## src/rtl/sha256_pkg.sv

```systemverilog
// rtl/sha256_pkg.sv - shared constants, state encoding and address helpers for the SHA-256 host controller
//
// Purpose : register map of the SHA-256 core's 8-bit bus, command bytes, message limit,
//           controller state encoding and byte-to-address mapping helpers.
// Ports   : none (package).

package sha256_pkg;

  // Core register map
  localparam logic [6:0] W_START      = 7'd0;
  localparam logic [6:0] W_END        = 7'd63;
  localparam logic [6:0] WHO_AM_I     = 7'd64;
  localparam logic [6:0] STATUS       = 7'd65;
  localparam logic [6:0] DIGEST_START = 7'd70;
  localparam logic [6:0] DIGEST_END   = 7'd101;

  // Data constants
  localparam logic [7:0] WHO_AM_I_DATA = 8'd7;
  localparam logic [7:0] START_CMD     = 8'h01;
  localparam logic [7:0] ABORT_CMD     = 8'h00;
  localparam logic [7:0] PAD_MARK      = 8'h80;
  localparam int         MAX_MSG_BYTES = 55;

  typedef enum logic [3:0] {
    ST_ID,
    ST_IDLE,
    ST_LOAD,
    ST_PAD,
    ST_START,
    ST_WAIT,
    ST_READ,
    ST_DRAIN,
    ST_ERR
  } state_t;

  // Block byte i lives at word-memory address 63-i (byte 0 is the MSB of W0).
  function automatic logic [6:0] msg_addr(input logic [5:0] i);
    return W_END - {1'b0, i};
  endfunction

  // Digest byte k lives at 101-k, so byte 0 is the MSB of word a.
  function automatic logic [6:0] digest_addr(input logic [4:0] k);
    return DIGEST_END - {2'b00, k};
  endfunction

endpackage

```

## src/rtl/sha256_host_ctrl_if.sv

```systemverilog
// rtl/sha256_host_ctrl_if.sv - bundle of byte-stream, core-bus and digest-stream signals
//
// Purpose : groups the three handshake/bus groups of the host controller.
// Signals : s_data/s_valid/s_last/s_ready   message byte stream (producer -> controller)
//           o_w_addr/o_data8/o_we           core register address / write data / write enable
//           i_irq/i_data_mux                core completion pulse / combinational read data
//           m_data/m_valid/m_last/m_ready   digest byte stream (controller -> consumer)
// Modports: master = controller side, slave = producer/core/consumer side.

interface sha256_host_ctrl_if;
  logic [7:0] s_data;
  logic       s_valid;
  logic       s_last;
  logic       s_ready;

  logic [6:0] o_w_addr;
  logic [7:0] o_data8;
  logic       o_we;
  logic       i_irq;
  logic [7:0] i_data_mux;

  logic [7:0] m_data;
  logic       m_valid;
  logic       m_last;
  logic       m_ready;

  modport master (
    input  s_data, s_valid, s_last,
    output s_ready,
    output o_w_addr, o_data8, o_we,
    input  i_irq, i_data_mux,
    output m_data, m_valid, m_last,
    input  m_ready
  );

  modport slave (
    output s_data, s_valid, s_last,
    input  s_ready,
    input  o_w_addr, o_data8, o_we,
    output i_irq, i_data_mux,
    input  m_data, m_valid, m_last,
    output m_ready
  );
endinterface

```

## src/rtl/sha256_pad_byte.sv

```systemverilog
// rtl/sha256_pad_byte.sv - padding byte generator for a single-block SHA-256 message
//
// Purpose : returns block byte p of the padding for a message of len bytes (len <= 55).
// Ports   : len [5:0] in   message length in bytes
//           p   [5:0] in   block byte position (len..63)
//           pad [7:0] out  byte to write at position p

module sha256_pad_byte
  import sha256_pkg::*;
(
  input  logic [5:0] len,
  input  logic [5:0] p,
  output logic [7:0] pad
);

  // Message length in bits; at most 440, so only the low two bytes of the
  // 64-bit length field are ever non-zero.
  logic [8:0] bits;
  assign bits = {len, 3'b000};

  always_comb begin
    pad = 8'h00;
    if (p == len) begin
      pad = PAD_MARK;
    end else if (p == 6'd62) begin
      pad = {7'b0000000, bits[8]};
    end else if (p == 6'd63) begin
      pad = bits[7:0];
    end
  end

endmodule

```

## src/rtl/sha256_host_ctrl.sv

```systemverilog
// rtl/sha256_host_ctrl.sv - host-side bus master that pads, hashes and streams out one SHA-256 block
//
// Purpose : accepts a 1..55 byte message, writes it plus padding into the core's word memory,
//           starts the core, waits for its irq and streams the 32-byte digest MSB-first.
// Ports   : i_clk    in   clock
//           i_rst_n  in   asynchronous reset, active low
//           bus      if   sha256_host_ctrl_if.master (message stream, core bus, digest stream)
//           o_busy   out  high in every state except IDLE
//           o_err    out  sticky error, cleared by the first byte accepted in IDLE

module sha256_host_ctrl
  import sha256_pkg::*;
#(
  parameter int unsigned TIMEOUT_CYCLES = 1023,
  parameter bit          CHECK_ID       = 1'b1
)
(
  input  logic                      i_clk,
  input  logic                      i_rst_n,
  sha256_host_ctrl_if.master        bus,
  output logic                      o_busy,
  output logic                      o_err
);

  localparam int         TW        = $clog2(TIMEOUT_CYCLES + 1);
  localparam logic [TW-1:0] TMO_LAST = TW'(TIMEOUT_CYCLES - 1);
  localparam state_t     RST_STATE = CHECK_ID ? ST_ID : ST_IDLE;
  localparam logic [6:0] RST_ADDR  = CHECK_ID ? WHO_AM_I : STATUS;
  localparam logic [5:0] IDX_OVER  = 6'(MAX_MSG_BYTES);

  state_t        state_q, state_d;
  logic [5:0]    idx_q,   idx_d;
  logic [5:0]    len_q,   len_d;
  logic [6:0]    p_q,     p_d;     // 7 bits: value 64 means "padding done"
  logic [4:0]    k_q,     k_d;
  logic [TW-1:0] tmo_q,   tmo_d;
  logic [6:0]    addr_q,  addr_d;
  logic [7:0]    data_q,  data_d;
  logic          we_q,    we_d;
  logic [7:0]    md_q,    md_d;
  logic          mv_q,    mv_d;
  logic          ml_q,    ml_d;
  logic          err_q,   err_d;
  logic          busy_q;

  logic          s_ready_c;
  logic          accept;
  logic [7:0]    pad_byte;

  sha256_pad_byte u_pad (
    .len (len_q),
    .p   (p_q[5:0]),
    .pad (pad_byte)
  );

  assign s_ready_c = (state_q == ST_IDLE) || (state_q == ST_LOAD) || (state_q == ST_DRAIN);
  assign accept    = bus.s_valid && s_ready_c;

  assign bus.s_ready  = s_ready_c;
  assign bus.o_w_addr = addr_q;
  assign bus.o_data8  = data_q;
  assign bus.o_we     = we_q;
  assign bus.m_data   = md_q;
  assign bus.m_valid  = mv_q;
  assign bus.m_last   = ml_q;
  assign o_busy       = busy_q;
  assign o_err        = err_q;

  always_ff @(posedge i_clk or negedge i_rst_n) begin
    if (!i_rst_n) begin
      state_q <= RST_STATE;
      idx_q   <= '0;
      len_q   <= '0;
      p_q     <= '0;
      k_q     <= '0;
      tmo_q   <= '0;
      addr_q  <= RST_ADDR;
      data_q  <= '0;
      we_q    <= 1'b0;
      md_q    <= '0;
      mv_q    <= 1'b0;
      ml_q    <= 1'b0;
      err_q   <= 1'b0;
      busy_q  <= 1'b0;
    end else begin
      state_q <= state_d;
      idx_q   <= idx_d;
      len_q   <= len_d;
      p_q     <= p_d;
      k_q     <= k_d;
      tmo_q   <= tmo_d;
      addr_q  <= addr_d;
      data_q  <= data_d;
      we_q    <= we_d;
      md_q    <= md_d;
      mv_q    <= mv_d;
      ml_q    <= ml_d;
      err_q   <= err_d;
      busy_q  <= (state_d != ST_IDLE);
    end
  end

  // All bus outputs are registered: whatever is computed here appears on the
  // core bus in the cycle after the decision (accept-to-write latency of 1).
  always_comb begin
    state_d = state_q;
    idx_d   = idx_q;
    len_d   = len_q;
    p_d     = p_q;
    k_d     = k_q;
    tmo_d   = tmo_q;
    addr_d  = addr_q;
    data_d  = data_q;
    we_d    = 1'b0;
    md_d    = md_q;
    mv_d    = mv_q;
    ml_d    = ml_q;
    err_d   = err_q;

    case (state_q)
      ST_ID: begin
        // WHO_AM_I address is already on the bus out of reset.
        if (bus.i_data_mux == WHO_AM_I_DATA) begin
          state_d = ST_IDLE;
          addr_d  = STATUS;
        end else begin
          state_d = ST_ERR;
          err_d   = 1'b1;
        end
      end

      ST_IDLE, ST_LOAD: begin
        if (accept) begin
          if (state_q == ST_IDLE) begin
            err_d = 1'b0;
          end
          if (idx_q == IDX_OVER) begin
            // 56th byte: message cannot fit one block, drop the rest of it.
            err_d   = 1'b1;
            idx_d   = '0;
            state_d = bus.s_last ? ST_IDLE : ST_DRAIN;
          end else begin
            we_d   = 1'b1;
            addr_d = msg_addr(idx_q);
            data_d = bus.s_data;
            if (bus.s_last) begin
              state_d = ST_PAD;
              len_d   = idx_q + 6'd1;
              p_d     = {1'b0, idx_q} + 7'd1;
              idx_d   = '0;
            end else begin
              state_d = ST_LOAD;
              idx_d   = idx_q + 6'd1;
            end
          end
        end
      end

      ST_DRAIN: begin
        if (accept && bus.s_last) begin
          state_d = ST_IDLE;
        end
      end

      ST_PAD: begin
        // Every byte up to 63 is rewritten since the core keeps old words.
        // The start command is registered here so it is visible in START.
        we_d = 1'b1;
        if (p_q == 7'd64) begin
          addr_d  = STATUS;
          data_d  = START_CMD;
          state_d = ST_START;
        end else begin
          addr_d = msg_addr(p_q[5:0]);
          data_d = pad_byte;
          p_d    = p_q + 7'd1;
        end
      end

      ST_START: begin
        addr_d  = STATUS;
        tmo_d   = '0;
        state_d = ST_WAIT;
      end

      ST_WAIT: begin
        if (bus.i_irq) begin
          state_d = ST_READ;
          k_d     = '0;
          addr_d  = digest_addr(5'd0);
        end else if (tmo_q == TMO_LAST) begin
          // Abort write lands in IDLE so WAIT never carries a core write.
          err_d   = 1'b1;
          we_d    = 1'b1;
          addr_d  = STATUS;
          data_d  = ABORT_CMD;
          state_d = ST_IDLE;
        end else begin
          tmo_d = tmo_q + TW'(1);
        end
      end

      ST_READ: begin
        // Two phases per byte: address settles, then capture into the output
        // register; the register then holds until the consumer takes it.
        if (!mv_q) begin
          md_d = bus.i_data_mux;
          mv_d = 1'b1;
          ml_d = (k_q == 5'd31);
        end else if (bus.m_ready) begin
          mv_d = 1'b0;
          ml_d = 1'b0;
          if (k_q == 5'd31) begin
            state_d = ST_IDLE;
            addr_d  = STATUS;
          end else begin
            k_d    = k_q + 5'd1;
            addr_d = digest_addr(k_q + 5'd1);
          end
        end
      end

      ST_ERR: begin
        state_d = ST_ERR;
      end

      default: begin
        state_d = ST_IDLE;
      end
    endcase
  end

endmodule

```

## src/flat_wrapper.sv

```systemverilog
// flat-port wrapper written by rule: the top's interface ports become plain ports
module sha256_host_ctrl_flat import sha256_pkg::*;
#(
  parameter int unsigned TIMEOUT_CYCLES = 1023,
  parameter bit          CHECK_ID       = 1'b1
)
  (i_clk, i_rst_n, o_busy, o_err, bus_s_data, bus_s_valid, bus_s_last, bus_s_ready, bus_o_w_addr, bus_o_data8, bus_o_we, bus_i_irq, bus_i_data_mux, bus_m_data, bus_m_valid, bus_m_last, bus_m_ready);
  sha256_host_ctrl_if bus_i ();
  input  logic i_clk;
  input  logic i_rst_n;
  output logic o_busy;
  output logic o_err;
  input wire logic [$bits(bus_i.s_data)-1:0] bus_s_data;
  input wire logic [$bits(bus_i.s_valid)-1:0] bus_s_valid;
  input wire logic [$bits(bus_i.s_last)-1:0] bus_s_last;
  output wire logic [$bits(bus_i.s_ready)-1:0] bus_s_ready;
  output wire logic [$bits(bus_i.o_w_addr)-1:0] bus_o_w_addr;
  output wire logic [$bits(bus_i.o_data8)-1:0] bus_o_data8;
  output wire logic [$bits(bus_i.o_we)-1:0] bus_o_we;
  input wire logic [$bits(bus_i.i_irq)-1:0] bus_i_irq;
  input wire logic [$bits(bus_i.i_data_mux)-1:0] bus_i_data_mux;
  output wire logic [$bits(bus_i.m_data)-1:0] bus_m_data;
  output wire logic [$bits(bus_i.m_valid)-1:0] bus_m_valid;
  output wire logic [$bits(bus_i.m_last)-1:0] bus_m_last;
  input wire logic [$bits(bus_i.m_ready)-1:0] bus_m_ready;
  assign bus_i.s_data = bus_s_data;
  assign bus_i.s_valid = bus_s_valid;
  assign bus_i.s_last = bus_s_last;
  assign bus_s_ready = bus_i.s_ready;
  assign bus_o_w_addr = bus_i.o_w_addr;
  assign bus_o_data8 = bus_i.o_data8;
  assign bus_o_we = bus_i.o_we;
  assign bus_i.i_irq = bus_i_irq;
  assign bus_i.i_data_mux = bus_i_data_mux;
  assign bus_m_data = bus_i.m_data;
  assign bus_m_valid = bus_i.m_valid;
  assign bus_m_last = bus_i.m_last;
  assign bus_i.m_ready = bus_m_ready;
  sha256_host_ctrl #(.TIMEOUT_CYCLES(TIMEOUT_CYCLES), .CHECK_ID(CHECK_ID)) u_core (.i_clk(i_clk), .i_rst_n(i_rst_n), .bus(bus_i), .o_busy(o_busy), .o_err(o_err));
endmodule
```

## config.mk

```make
export PLATFORM = sky130hd
export DESIGN_NAME = sha256_host_ctrl_flat
export DESIGN_NICKNAME = d
export VERILOG_FILES = /design/src/rtl/sha256_pkg.sv /design/src/rtl/sha256_host_ctrl_if.sv /design/src/rtl/sha256_pad_byte.sv /design/src/rtl/sha256_host_ctrl.sv /design/src/flat_wrapper.sv
export SDC_FILE = /design/constraint.sdc
export NUM_CORES = 1
export LEC_CHECK = 0
export CAP_MARGIN = 30
export CORE_ASPECT_RATIO = 0.6
export CORE_MARGIN = 2
export CORE_UTILIZATION = 32
export DETAILED_ROUTE_END_ITERATION = 10
export PLACE_DENSITY_LB_ADDON = 0.25
export RECOVER_POWER = 100
export SETUP_SLACK_MARGIN = 0.1
export SYNTH_ARGS = -nofsm -noshare
export SYNTH_HDL_FRONTEND = slang
export SYNTH_SLANG_ARGS = --single-unit
```

## constraint.sdc

```tcl
create_clock -name i_clk -period 3.5 [get_ports i_clk]
set_input_delay 0.35 -clock i_clk [delete_from_list [all_inputs] [get_ports i_clk]]
set_output_delay 0.35 -clock i_clk [all_outputs]
set_load 0.005 [all_outputs]
```

; ---- Word level (Yosys, flattened, before mapping)
; Cells that the tools add are included.
[totals]
wordCells = 142
out_inout_bits = 29
input_bits = 22
ff_bits = 66
[op_classes]
bitwise = 2
n_eq_ne = 33
n_reduce_logical = 22
addsub = 8
mux = 63
[op_table]
columns = operator, count
row1 = 2-to-1 mux 7 bit, 13
row2 = 2-to-1 mux 8 bit, 8
row3 = one-hot mux 7 bit (6 select lines), 1
row4 = 2-to-1 mux 4 bit, 10
row5 = one-hot mux 4 bit (8 select lines), 1
row6 = one-hot mux 8 bit (3 select lines), 1
row7 = subtractor 6 x 6 -> 7 bit (first input constant), 3
row8 = 2-to-1 mux 10 bit, 2
row9 = 2-to-1 mux 5 bit, 4
row10 = != test 2 bit (second input constant), 10
row11 = one-hot mux 10 bit (2 select lines), 1
row12 = == test 6 bit (second input constant), 3
row13 = == test 4 x 3 -> 1 bit (second input constant), 4
row14 = 2-to-1 mux 1 bit, 15
row15 = AND reduction 5 bit, 3
row16 = one-hot mux 7 bit (2 select lines), 1
row17 = 2-to-1 mux 6 bit, 2
row18 = adder 10 x 1 -> 10 bit (second input constant), 1
row19 = == test 10 bit (second input constant), 1
row20 = one-hot mux 5 bit (2 select lines), 1
row21 = == test 4 x 2 -> 1 bit (second input constant), 2
row22 = == test 8 x 3 -> 1 bit (second input constant), 1
row23 = != test 2 x 1 -> 1 bit (second input constant), 4
row24 = adder 6 x 1 -> 7 bit (second input constant), 1
row25 = other kinds (26), 35

; ---- Depth between registers and ports, before layout
[logic_depth]
ltp_word = 8
ltp_mapped = 10
ltp_nobuf = 7

; ---- Hierarchy
; A second synthesis with hierarchy kept.
[hier_totals]
cells_unflattened = 426
area_unflattened_um2 = 3967.6
[by_module_without_submodules]
columns = module, seq_area_each_um2, instances, area_each_um2, cells_per_inst
row1 = sha256_host_ctrl, 1652.8, 1, 3772.4, 400
row2 = sha256_pad_byte, 0.0, 1, 195.2, 26

; ---- Worst setup path before layout
; Ideal clock, no wire load.
[synth_path]
path_type = flip-flop to flip-flop
startpoint = register u_core.p_q[3]
endpoint = register u_core.p_q[1]
path_buffers = 2
t_arrival_ns = 2.029
path_stages_with_launch = 8
synth_period_minus_slack_ns = 2.154
slack_ns = 1.346
required_time_ns = 3.375
setup_ns = 0.125
path_cell_list = dfrtp_1 buf_6 or4b_4 nor3_2 or3_1 buf_2 or2_1 mux2_2
[synth_via]
elab_chain_cells = 3
[synth_rtl]
columns = item, line_no
row1 = from (decl), sha256_host_ctrl.sv:34  ; logic [6:0] p_q, p_d; // 7 bits: value 64 means "padding done"
row2 = from (signal assigned), sha256_host_ctrl.sv:89  ; p_q <= p_d;
row3 = == test 7 bit, sha256_host_ctrl.sv:169  ; if (p_q == 7'd64) begin
row4 = != test 2 bit (no source line), -
row5 = AND reduction 5 bit (no source line), -
; Every way passes these cells.
; A chain may end at the register's enable or synchronous reset.

; ---- Worst setup path after layout
[layout_path]
startpoint = register u_core.p_q[3]
endpoint = register u_core.busy_q, in the netlist u_core.o_busy
[layout_via]
elab_chain_cells = 4
[layout_rtl]
columns = item, line_no
row1 = == test 7 bit, sha256_host_ctrl.sv:169
row2 = 2-to-1 mux 4 bit, sha256_host_ctrl.sv:169
row3 = one-hot mux 4 bit (8 select lines), sha256_host_ctrl.sv:120  ; case (state_q)
row4 = via u_core.state_d[0], sha256_host_ctrl.sv:31  ; state_t state_q, state_d;
row5 = != test 4 x 1 -> 1 bit, sha256_host_ctrl.sv:99  ; busy_q <= (state_d != ST_IDLE);
row6 = to (signal assigned), sha256_host_ctrl.sv:99
row7 = to (decl), sha256_host_ctrl.sv:44  ; logic busy_q;
; The timed path passes the listed nets, and every way through them passes these cells.

==> summary.md <==
| Metric | Value |
|---|---|
| Initial DRC Count | `407` |
| I/O Pins | `51` |
| Layout cells sized above 1 | `around 8.5%` |
| Synth Area in Adders | `about 2.5%` |
| Max VDD drop | `approximately 0.00030 V` |
| Hold WC Path Type | `reg -> reg` |
| Max-slew violations | `67` |
| Htree depth | `3` |
| Critical path arrival | `approximately 3400 ps` |
| Mux cell area share after synthesis | `5.51%` |
| Post-CTS Hold Buffers | `0` |
| Fmax | `around 320 MHz` |
| Crit Path Category | `reg -> reg` |
| Post-CTS Setup Repair Bufs | `0` |
| Tmin final | `about 3200 ps` |
| Area of placed instances | `roughly 4600 sq um` |
| XOR/XNOR Fraction of Synth Area | `approximately 4.4%` |
| Vias in the first global route | `~3100` |
| Area contributors post-synth | `dfrtp_1 41%, nand2_1 4.0%, o21ai_0 3.8%, nor2_1 3.7%, xor2_1 2.9%` |
| Vias per cell | `5.43` |
| Worst Skew | `slightly above 8 ps` |
| Reg2Reg Launch Point | `u_core.p_q[3]` |
| Final ANT Viol Nets | `0` |
| Slowest stage cell, crit path | `o21ai_0` |
| CP Launch Type | `flop` |
| Rows | `31` |
| Core area | `between 10000 and 15000 sq um` |
| Psw | `between 800 and 900 uW` |
| Wirelength, routed | `~10 mm` |
| Clk_lat worst skew | `about 340 ps` |
| Wire per inst | `16.2 um` |
| RSZ-0062 raised after global routing | `false` |
| Hold worst-path end | `u_core.k_q[4]` |
| Synth area leader | `dfrtp_1` |
| Failing checks | `capacitance limit, slew limit` |
| Worst reg2reg path endpoint | `u_core.o_busy` |
| Synth Cell Area | `about 4000 sq um` |
| Layout overhead on the synthesized area | `21.7%` |
| Design area | `4810 sq um` |
| CP Buf/Inv Count | `0` |
| Worst slew margin | `-10.4%` |
| Number of detailed-route iterations in the first pass | `5` |
| CTS tree | `done` |
| Via count | `roughly 3400` |
| Clk network pwr share | `36.9%` |
| WHS Path Cells | `2` |
| HP Start | `u_core.k_q[4]` |
| Area of the multi-input gates | `2060 sq um` |
| Critical Path RT | `~3800 ps` |
| CTS sink count | `66` |
| Seq. cell area | `~1700 sq um` |
| Placer congestion estimate | `between 0.9 and 1` |
| Die area | `13300 sq um` |
| Fin. Hold Viols | `0` |
| Seq pwr share | `approximately two fifths` |
| Root buf cell | `clkbuf_16` |
| Setup violators final | `0` |
| Final WS setup | `327 ps` |
| Worst path top cell family by delay | `simple AND/OR/NAND/NOR gates` |
| Register-to-Register Path Depth | `5` |
| Clk slew on worst S/H paths | `~60 ps` |
| Most common cell after layout, fill and taps aside | `dfrtp_1` |
| Setup crit end kind | `flop` |
| DP Wirelength | `approximately 7.5 mm` |
| Crit-path cells | `or4b_1 -> o21ai_0 -> o31ai_1 -> or4_2 -> nand4bb_1` |
| Initial antenna violation count | `0` |
| P_int | `1.83 mW` |
| First-pass GRT wire length | `~17 mm` |
| Cell Count, Final, Fillers Out | `~630` |
| Post-Route Setup TNS | `0 ps` |
| Fillers | `1180` |
| Worst Path Max Fanout | `9` |
| Post-CTS Resized | `0` |
| Critical Path Max Stage Delay | `~940 ps` |
| Sw frac | `a little under a third` |
| Global route overflow | `0` |
| Most frequent cells in the layout | `65 x dfrtp_1, 42 x nand2_1, 40 x nor2_1` |
| Initial Util | `approximately a third` |
| #FFs+latches synth | `between 60 and 70` |
| Fin nets | `around 490` |
| PD cells | `roughly 550 nW/um^2` |
| Total CTS buffers | `9` |
| Main combinational cell family by area after synthesis | `simple AND/OR/NAND/NOR gates` |
| Final hold slack | `just under 500 ps` |
| Power consumption | `2.65 mW` |
| Max clock buf depth | `2` |
| Simple-gate portion of the synthesized area | `about 22%` |
| Post-synth top flop | `dfrtp_1` |
| Die Y | `~90 um` |
| Worst-Margin Slew | `1660 ps` |
| Tcrit/Tclk final | `between 90 and 100%` |
| Port bufs | `50` |
| Post-place setup slack | `roughly 740 ps` |
| GRT Total Usage | `between 10% and 20%` |
| Status | `finished with violations` |
| Syn nets | `roughly 460` |
| Top cell type's share of synthesized area | `between 40% and 50%` |
| Post-synthesis sequential area ratio | `between 40% and 50%` |
| Syn avg cell area | `9.26 sq um` |
| Syn Inst Count | `427` |
| Placed Instances | `between 600 and 700` |
| Final Util | `between 30% and 40%` |
| Compound-Gate Fraction of Synth Area | `a little under a fifth` |
| Yosys warning count | `0` |
| DRC Markers | `0` |
| Max_cap viols | `1` |
| Post-synth EDFFs | `0` |
| Leak | `2.01 nW` |
| Flop-to-flop setup slack | `330 ps` |
| Comb pwr share | `21.4%` |
| Yosys cell types | `roughly 70` |
| Ys async rst share | `100%` |
| Chip width | `148 um` |
| N_diodes | `0` |
| Largest net degree at the start of global routing | `67` |
[flip-flops by register name, summed over array words and instances (netlist names), 4 cells and up]
name	flops
u_core.bus.m_data	8
u_core.bus.o_data8	8
u_core.bus.o_w_addr	7
u_core.idx_q	6
u_core.k_q	5
u_core.len_q	6
u_core.p_q	7
u_core.state_q	4
u_core.tmo_q	10
[power by group through the flow]
stage,Sequential (mW),Combinational (mW),Clock [mW]
6_report,1.10,0.566,0.977
5_1_grt,1.13,0.643,1.04
4_1_cts,1.10,0.611,0.997
3_5_place_dp,1.11,0.609,0
3_3_place_gp,1.11,0.606,0
2_1_floorplan,0.998,0.441,0
[routing by layer]
layer	vias up	wire length (um)	GRT usage [%]
li1	1622	-	-
met1	1676	5210	25.9
met2	125	4070	20.9
met3	12	858	4.37
met4	0	142	5.93
met5	-	0	0
[how the worst max path moves through the flow]
stage | from | end | slack, ps | depth (start not counted)
after floorplan | u_core.p_q[3] | u_core.p_q[1] | 1350 | 7
after global placement | bus_i_data_mux[5] | u_core.bus.o_w_addr[1] | 870 | 6
after detailed placement | u_core.state_q[0] | u_core.p_q[6] | 740 | 6
after CTS | u_core.state_q[0] | u_core.p_q[1] | 710 | 5
after global routing | u_core.p_q[3] | u_core.o_busy | 230 | 5
final | u_core.p_q[3] | u_core.o_busy | 330 | 5
[cells in the mapped netlist (3+ instances only)]
library cell  number
a22oi_1            4
nor2_1            39
or3_1             10
a31oi_1            7
xnor2_1            7
and3_1             5
a2111oi_0          3
clkbuf_1          19
a21oi_1           19
mux2_4             5
and4_1             3
a211oi_1           3
mux2i_1            3
and2_1             3
o211ai_1           3
nand3_1           22
nand4bb_1          3
inv_1             14
buf_2              5
nor3_1             4
nor2b_1            4
nor4_1             5
o21ai_0           30
dfrtp_1           65
ha_1               7
o22ai_1            3
nand2b_1           5
nand2_1           42
xor2_1            13
o31ai_1            8
o221ai_1           4
mux2_2            10
[final cells by class]
class	count	area share, %
multi-input combinational	318	42.8
sequential	66	34.3
timing repair buffer	54	10.8
clock buffer	11	5.04
tap	165	4.29
clock inverter	5	1.61
inverter	14	1.09
[kinds of logic (layout without fill, tap and decap cells)]
logic type / Yosys count / in the layout
buffers and inverters: 43 / 84
multiplexers: 18 / 18
AO/OA/AOI/OAI: 108 / 108
XOR/XNOR: 20 / 20
AND/OR/NAND/NOR: 164 / 164
flip-flops: 66 / 66
adder cells (fa/ha/maj): 8 / 8
[tightest hold or removal path, cell delays in order, from the launching register on]
cell and delay [ps]:
dfrtp_1 340, nand2_1 50, o21ai_0 60
No activity file was read; power rests on OpenSTA's default activity.
